$ cat src/rtl/cla_seq_ctrl.sv
// Sequential carry-lookahead adder/subtractor: one 4-bit CLA slice reused
// LSB-first, one slice per clock, with a valid/ready request and result handshake.

module cla4_slice (
  input  logic [3:0] a,
  input  logic [3:0] b,
  input  logic       cin,
  output logic [3:0] s,
  output logic       cout,
  output logic       c3
);
  logic [3:0] g, p;
  logic [4:0] c;

  always_comb begin
    g    = a & b;
    p    = a | b;
    c[0] = cin;
    c[1] = g[0] | (p[0] & cin);
    c[2] = g[1] | (p[1] & g[0]) | (p[1] & p[0] & cin);
    c[3] = g[2] | (p[2] & g[1]) | (p[2] & p[1] & g[0]) | (p[2] & p[1] & p[0] & cin);
    c[4] = g[3] | (p[3] & g[2]) | (p[3] & p[2] & g[1]) | (p[3] & p[2] & p[1] & g[0])
         | (p[3] & p[2] & p[1] & p[0] & cin);
    // p = a|b is only valid for carries; the sum bit needs the true half-sum
    s    = a ^ b ^ c[3:0];
    cout = c[4];
    c3   = c[3];
  end
endmodule

module cla_seq_ctrl #(
  parameter int SLICES = 8
) (
  input  logic                clk,
  input  logic                reset,
  input  logic                in_valid,
  output logic                in_ready,
  input  logic [4*SLICES-1:0] a,
  input  logic [4*SLICES-1:0] b,
  input  logic                ci,
  input  logic                op_sub,
  output logic                out_valid,
  input  logic                out_ready,
  output logic [4*SLICES-1:0] sum,
  output logic                co,
  output logic                ov,
  output logic                busy
);
  localparam int W  = 4 * SLICES;
  localparam int CW = (SLICES > 1) ? $clog2(SLICES) : 1;
  localparam logic [CW-1:0] LAST = CW'(SLICES - 1);

  typedef enum logic [1:0] {IDLE, RUN, DONE} state_t;

  state_t        state_q, state_d;
  logic [CW-1:0] cnt_q, cnt_d;
  logic [W-1:0]  a_q, a_d, b_q, b_d, sum_q, sum_d;
  logic          cy_q, cy_d, co_q, co_d, ov_q, ov_d;

  logic [3:0]    sl_a, sl_b, sl_s;
  logic          sl_cout, sl_c3;

  // Operand slice selected by the counter
  always_comb begin
    sl_a = '0;
    sl_b = '0;
    for (int i = 0; i < SLICES; i++) begin
      if (cnt_q == CW'(i)) begin
        sl_a = a_q[4*i +: 4];
        sl_b = b_q[4*i +: 4];
      end
    end
  end

  cla4_slice u_slice (
    .a    (sl_a),
    .b    (sl_b),
    .cin  (cy_q),
    .s    (sl_s),
    .cout (sl_cout),
    .c3   (sl_c3)
  );

  always_comb begin
    state_d = state_q;
    cnt_d   = cnt_q;
    a_d     = a_q;
    b_d     = b_q;
    sum_d   = sum_q;
    cy_d    = cy_q;
    co_d    = co_q;
    ov_d    = ov_q;
    case (state_q)
      IDLE: begin
        if (in_valid) begin
          a_d     = a;
          b_d     = op_sub ? ~b : b;
          cy_d    = op_sub ? 1'b1 : ci;
          cnt_d   = '0;
          sum_d   = '0;
          state_d = RUN;
        end
      end
      RUN: begin
        for (int i = 0; i < SLICES; i++) begin
          if (cnt_q == CW'(i)) sum_d[4*i +: 4] = sl_s;
        end
        cy_d = sl_cout;
        if (cnt_q == LAST) begin
          // carry into bit W-1 is the slice's internal carry into its bit 3
          co_d    = sl_cout;
          ov_d    = sl_c3 ^ sl_cout;
          state_d = DONE;
        end else begin
          cnt_d = cnt_q + 1'b1;
        end
      end
      DONE: begin
        if (out_ready) state_d = IDLE;
      end
      default: state_d = IDLE;
    endcase
  end

  always_ff @(posedge clk) begin
    if (reset) begin
      state_q <= IDLE;
      cnt_q   <= '0;
      a_q     <= '0;
      b_q     <= '0;
      sum_q   <= '0;
      cy_q    <= 1'b0;
      co_q    <= 1'b0;
      ov_q    <= 1'b0;
    end else begin
      state_q <= state_d;
      cnt_q   <= cnt_d;
      a_q     <= a_d;
      b_q     <= b_d;
      sum_q   <= sum_d;
      cy_q    <= cy_d;
      co_q    <= co_d;
      ov_q    <= ov_d;
    end
  end

  assign in_ready  = (state_q == IDLE);
  assign out_valid = (state_q == DONE);
  assign busy      = (state_q == RUN) || (state_q == DONE);
  assign sum       = sum_q;
  assign co        = co_q;
  assign ov        = ov_q;
endmodule

$ cat config.mk
export PLATFORM = sky130hd
export DESIGN_NAME = cla_seq_ctrl
export DESIGN_NICKNAME = d
export VERILOG_FILES = /design/src/rtl/cla_seq_ctrl.sv
export SDC_FILE = /design/constraint.sdc
export NUM_CORES = 1
export LEC_CHECK = 0
export BUFFER_PORTS_ARGS = -buffer_cell sky130_fd_sc_hd__buf_2
export CORE_ASPECT_RATIO = 1.4
export CORE_MARGIN = 5
export CORE_UTILIZATION = 55
export DETAILED_ROUTE_END_ITERATION = 16
export PLACE_DENSITY = 0.83
export SLEW_MARGIN = 10
export SYNTH_ARGS = -nofsm -noshare
export SYNTH_HDL_FRONTEND = slang
export SYNTH_SLANG_ARGS = --single-unit
export TNS_END_PERCENT = 5
$ cat constraint.sdc
create_clock -name clk -period 6.82 [get_ports clk]
set_input_delay 0.682 -clock clk [delete_from_list [all_inputs] [get_ports clk]]
set_output_delay 0.682 -clock clk [all_outputs]
set_load 0.03 [all_outputs]
==> results_tabular.tex <==
\begin{tabular}{lr}
\hline
Metric & Value \\
\hline
\multicolumn{2}{l}{\textbf{Run status}} \\
\quad Result of the run & finished clean \\
\multicolumn{2}{l}{\textbf{Placement}} \\
\quad DP Worst Slack & between 2 and 3 ns \\
\quad Post-detailed-placement half-perimeter wirelength & $\sim$10,000 microns \\
\quad PortBufs & 106 \\
\quad Number of cells in the design after placement & slightly above 800 \\
\quad Placement-stage cell area & 5790 sq um \\
\quad Final RePlAce weighted congestion & about 0.9 \\
\multicolumn{2}{l}{\textbf{Worst hold path}} \\
\quad Type of the worst min-delay path & reg2reg \\
\quad Worst Hold Path EP & a\_q[6]\$\_SDFFE\_PP0P\_ \\
\quad Worst hold start & a\_q[6]\$\_SDFFE\_PP0P\_ \\
\quad Hold Path Depth & 2 \\
\multicolumn{2}{l}{\textbf{STA}} \\
\quad Final worst path period need & 3.93 ns \\
\quad Final count of negative-setup-slack endpoints & 0 \\
\quad Slew HR & 0.388 \\
\quad Final hold slack & 0.457 ns \\
\quad Slack of the critical path & around 2.9 ns \\
\quad Fmax & 0.254 GHz \\
\quad Slew at the pin closest to its max-slew limit & 0.918 ns \\
\quad Sum Neg Setup Slack & 0 ns \\
\quad Unrepaired setup endpoints after global routing & false \\
\quad Final Skew & 0.00729 ns \\
\quad Pins Over Slew Limit & 0 \\
\quad Final Hold Vio Count & 0 \\
\quad Final critical-path share of the clock period & 0.577 \\
\multicolumn{2}{l}{\textbf{CTS}} \\
\quad Buffer count from post-CTS setup fixing & 0 \\
\quad Root buf cell & sky130\_fd\_sc\_hd\_\_clkbuf\_16 \\
\quad Clock Path Buffers & 2 \\
\quad \# H-tree levels & 3 \\
\quad CTS resizes & 0 \\
\quad Clock input transition at the sequential cells of the worst setup and hold paths & 0.07 ns \\
\quad Clock latency reported for the late side of the worst-skew pair & 0.35 ns \\
\quad CTS Hold Bufs & 0 \\
\quad Inserted Clock Buffers & 9 \\
\quad Total clock sinks & 104 \\
\quad CTS tree & yes \\
\multicolumn{2}{l}{\textbf{Layout}} \\
\quad Ant diodes & 0 \\
\quad Util after Layout & 0.644 \\
\quad Layout cells sized above 1 & 0.210 \\
\quad Filler cell count in the final layout & 807 \\
\quad Leading cell types in the layout, fill and taps excluded & sky130\_fd\_sc\_hd\_\_buf\_2 (106), sky130\_fd\_sc\_hd\_\_dfxtp\_1 (104), sky130\_fd\_sc\_hd\_\_nand2\_1 (92) \\
\quad Most frequent standard cell in the layout excluding fill and tap cells & sky130\_fd\_sc\_hd\_\_buf\_2 \\
\quad Final \#Nets & 804 \\
\quad Post-route standard cell area excluding fillers & 6090 sq um \\
\quad Number of non-filler instances in the completed layout & 830 \\
\quad P\&R area growth vs syn & 14.6\% \\
\multicolumn{2}{l}{\textbf{Logic synthesis}} \\
\quad Fraction of registers with async set or reset after synthesis & 0 \\
\quad Synthesized area divided by synthesized cell count & 8.26 sq um \\
\quad Count of state elements after synthesis & 104 \\
\quad Compound-Gate Fraction of Synth Area & 0.229 \\
\quad Parity-gate share of the synthesized area counting xor and xnor cells & 0.0575 \\
\quad Adder-cell share of the synthesized area & 0.0462 \\
\quad Simple-gate share of the synthesized area & 0.188 \\
\quad Post-synth EDFFs & 0 \\
\quad Portion of the post-synthesis area used by sequential elements & 0.392 \\
\quad Number of warning messages in the yosys log & 0 \\
\quad Dominant combinational cell family by area after synthesis & compound AO/OA/AOI/OAI gates \\
\quad Post-synth top area share & 0.392 \\
\quad Predominant post-synthesis flop cell & sky130\_fd\_sc\_hd\_\_dfxtp\_1 \\
\quad Multiplexer share of the synthesized area & 0.0339 \\
\quad Net count after synthesis & 732 \\
\quad Count of different cell masters after synthesis & 48 \\
\quad Post-synthesis cell type with the largest combined area & sky130\_fd\_sc\_hd\_\_dfxtp\_1 \\
\quad Cell types occupying the most area after synthesis & sky130\_fd\_sc\_hd\_\_dfxtp\_1 (39\%), sky130\_fd\_sc\_hd\_\_nand2\_1 (6.5\%), sky130\_fd\_sc\_hd\_\_a21oi\_1 (5.6\%) \\
\quad Cells after Synth & 643 \\
\quad Mapped Area & around 5300 sq um \\
\multicolumn{2}{l}{\textbf{Setup path}} \\
\quad Crit path arrival time & 4.21 ns \\
\quad R2r endpoint & sum[5]\$\_SDFFE\_PP0P\_ \\
\quad Startpoint of the lowest-slack register-to-register path & cnt\_q[2]\$\_SDFFE\_PP0P\_ \\
\quad Largest fanout of any net on the critical path & 19 \\
\quad Worst endpoint required time & 7.10 ns \\
\quad Setup slack on the worst flop-to-flop path & 2.89 ns \\
\quad Worst Reg-to-Reg Cells & 10 \\
\quad Type of destination of the critical path & flip-flop \\
\quad Element type at the critical path start & flip-flop \\
\quad Path type of the worst setup path & reg2reg \\
\multicolumn{2}{l}{\textbf{Power}} \\
\quad Share of power burned in registers & 0.350 \\
\quad Internal Pwr Total & 1.36 mW \\
\quad Power consumption & 2.31 mW \\
\quad Sw frac & 0.409 \\
\quad Combinational Power Share & 0.425 \\
\quad Pwr dens & 379 nW/um\^{}2 \\
\quad Worst vdd ir & approximately 0.00039 V \\
\quad Power share of the clock group & 0.225 \\
\quad Reported leakage power & roughly 2.5 nW \\
\quad Net Switching & 942 uW \\
\multicolumn{2}{l}{\textbf{Route}} \\
\quad Via density per instance & 5.83 \\
\quad Average routed wire per standard cell & 17.0 microns \\
\quad DRC errors left & 0 \\
\quad Vias after detailed routing & 4,843 \\
\quad Final wirelength & 14,100 microns \\
\quad Remaining antenna violation count after routing & 0 \\
\quad Number of detailed-routing iterations run before antenna repair & 5 \\
\quad Iteration-0 DRC Markers & 302 \\
\multicolumn{2}{l}{\textbf{Floorplan}} \\
\quad Initial core utilization & 0.562 \\
\quad Die footprint & 11,800 sq um \\
\quad Row count & 42 \\
\quad Core region area & 9460 sq um \\
\quad Die height & $\sim$130 microns \\
\quad I/O pin count & 107 \\
\quad Horiz. Die Dim & 93.1 microns \\
\multicolumn{2}{l}{\textbf{Global routing}} \\
\quad Largest net degree at the start of global routing & between 80 and 90 \\
\quad Initial antenna violation count & 0 \\
\quad Aggregate global routing overflow & 0 \\
\quad Vias in the first global route & 4,717 \\
\quad Wire length of the first global-routing pass & 23,000 microns \\
\quad GR Util All Layers & 0.241 \\
\multicolumn{2}{l}{\textbf{Flow run}} \\
\quad Max-capacitance violation count & 0 \\
\hline
\end{tabular}
## power by group through the flow
stage                     clock, mW  combinational (mW)  sequential, mW
final                         0.519               0.980           0.807
after global routing          0.552                1.08           0.822
after CTS                     0.523               0.983           0.808
after detailed placement          0               0.977           0.819
after global placement            0               0.947           0.815
after floorplan                   0               0.729           0.844
## worst max-delay path, stage by stage, from the launching register on
cell                       delay (ns)
sky130_fd_sc_hd__dfxtp_1         0.76
sky130_fd_sc_hd__inv_1           0.25
sky130_fd_sc_hd__ha_1            0.47
sky130_fd_sc_hd__a221o_1         0.47
sky130_fd_sc_hd__a221oi_1        0.41
sky130_fd_sc_hd__o31ai_1         0.20
sky130_fd_sc_hd__fa_1            0.41
sky130_fd_sc_hd__xnor2_1         0.14
sky130_fd_sc_hd__nor2_1          0.45
sky130_fd_sc_hd__mux2i_1         0.18
sky130_fd_sc_hd__nor2_1          0.12
## cells in the mapped netlist, types with 2 or more instances
library cell and n:
sky130_fd_sc_hd__a211oi_1 32, sky130_fd_sc_hd__a21oi_1 59, sky130_fd_sc_hd__a21oi_2 4, sky130_fd_sc_hd__a21oi_4 2, sky130_fd_sc_hd__a221o_1 3, sky130_fd_sc_hd__a221oi_1 10, sky130_fd_sc_hd__a22oi_1 4, sky130_fd_sc_hd__a2bb2oi_1 3
sky130_fd_sc_hd__a311oi_1 2, sky130_fd_sc_hd__a31o_2 8, sky130_fd_sc_hd__a31oi_1 12, sky130_fd_sc_hd__and2_1 10, sky130_fd_sc_hd__buf_1 2, sky130_fd_sc_hd__buf_2 17, sky130_fd_sc_hd__buf_4 2, sky130_fd_sc_hd__clkbuf_1 27
sky130_fd_sc_hd__dfxtp_1 104, sky130_fd_sc_hd__ha_1 18, sky130_fd_sc_hd__inv_1 17, sky130_fd_sc_hd__mux2i_1 18, sky130_fd_sc_hd__nand2_1 92, sky130_fd_sc_hd__nand2b_1 7, sky130_fd_sc_hd__nand3_1 26, sky130_fd_sc_hd__nor2_1 61
sky130_fd_sc_hd__nor2_2 2, sky130_fd_sc_hd__nor2_4 2, sky130_fd_sc_hd__nor2b_1 5, sky130_fd_sc_hd__nor3b_1 8, sky130_fd_sc_hd__o21a_1 7, sky130_fd_sc_hd__o21ai_0 22, sky130_fd_sc_hd__o21bai_1 2, sky130_fd_sc_hd__o31a_1 3
sky130_fd_sc_hd__o31ai_1 3, sky130_fd_sc_hd__o32ai_1 3, sky130_fd_sc_hd__or2_2 2, sky130_fd_sc_hd__xnor2_1 29, sky130_fd_sc_hd__xor2_1 4
## sequential cells by signal (all words and copies together) (netlist names)
| signal | count |
|---|---|
| a_q | 32 |
| b_q | 32 |
| sum | 32 |
| cnt_q | 3 |
| state_q | 2 |
| co | 1 |
| cy_q | 1 |
| ov | 1 |
## cell type report
type                            instances  area (sq um)  area share
Sequential cell                       104          2080       0.342
Tap cell                              110           138      0.0226
Clock inverter                          5          56.3     0.00924
Inverter                               17          63.8      0.0105
Timing Repair Buffer                  110           561      0.0920
Multi-Input combinational cell        473          2950       0.484
Clock buffer                           11           243      0.0398
## cell families (layout without fill, tap and decap cells)
family | after synthesis | after routing
buffers and inverters | 66 | 143
xor gates and xnor gates | 34 | 34
and+or+nand+nor | 220 | 220
adders and majority gates | 19 | 19
AOI/OAI and AO/OA | 182 | 182
muxes | 18 | 18
DFF | 104 | 104
## layer usage
metal | wire [microns] | vias to the layer above | track usage | part of all wire
met1 | 5730 | 2273 | 0.289 | 0.41
li1 | - | 2373 | - | -
met2 | 7230 | 168 | 0.426 | 0.51
met3 | 781 | 29 | 0.0391 | 0.055
met4 | 382 | 0 | 0.0958 | 0.027
met5 | 0 | - | 0 | 0
## how the worst max path moves through the flow
stage                     slack [ns]                   end  cells after the start                   from
final                           2.89   sum[5]$_SDFFE_PP0P_                     10  cnt_q[2]$_SDFFE_PP0P_
after global routing            2.46  sum[22]$_SDFFE_PP0P_                     11  cnt_q[1]$_SDFFE_PP0P_
after CTS                       2.93   sum[9]$_SDFFE_PP0P_                     10  cnt_q[2]$_SDFFE_PP0P_
after detailed placement        2.96   sum[3]$_SDFFE_PP0P_                     12  cnt_q[1]$_SDFFE_PP0P_
after global placement          2.97  sum[13]$_SDFFE_PP0P_                     10  cnt_q[2]$_SDFFE_PP0P_
after floorplan                 3.82   sum[0]$_SDFFE_PP0P_                     13  cnt_q[2]$_SDFFE_PP0P_
Note: power is estimated with default switching activity, not from simulation.
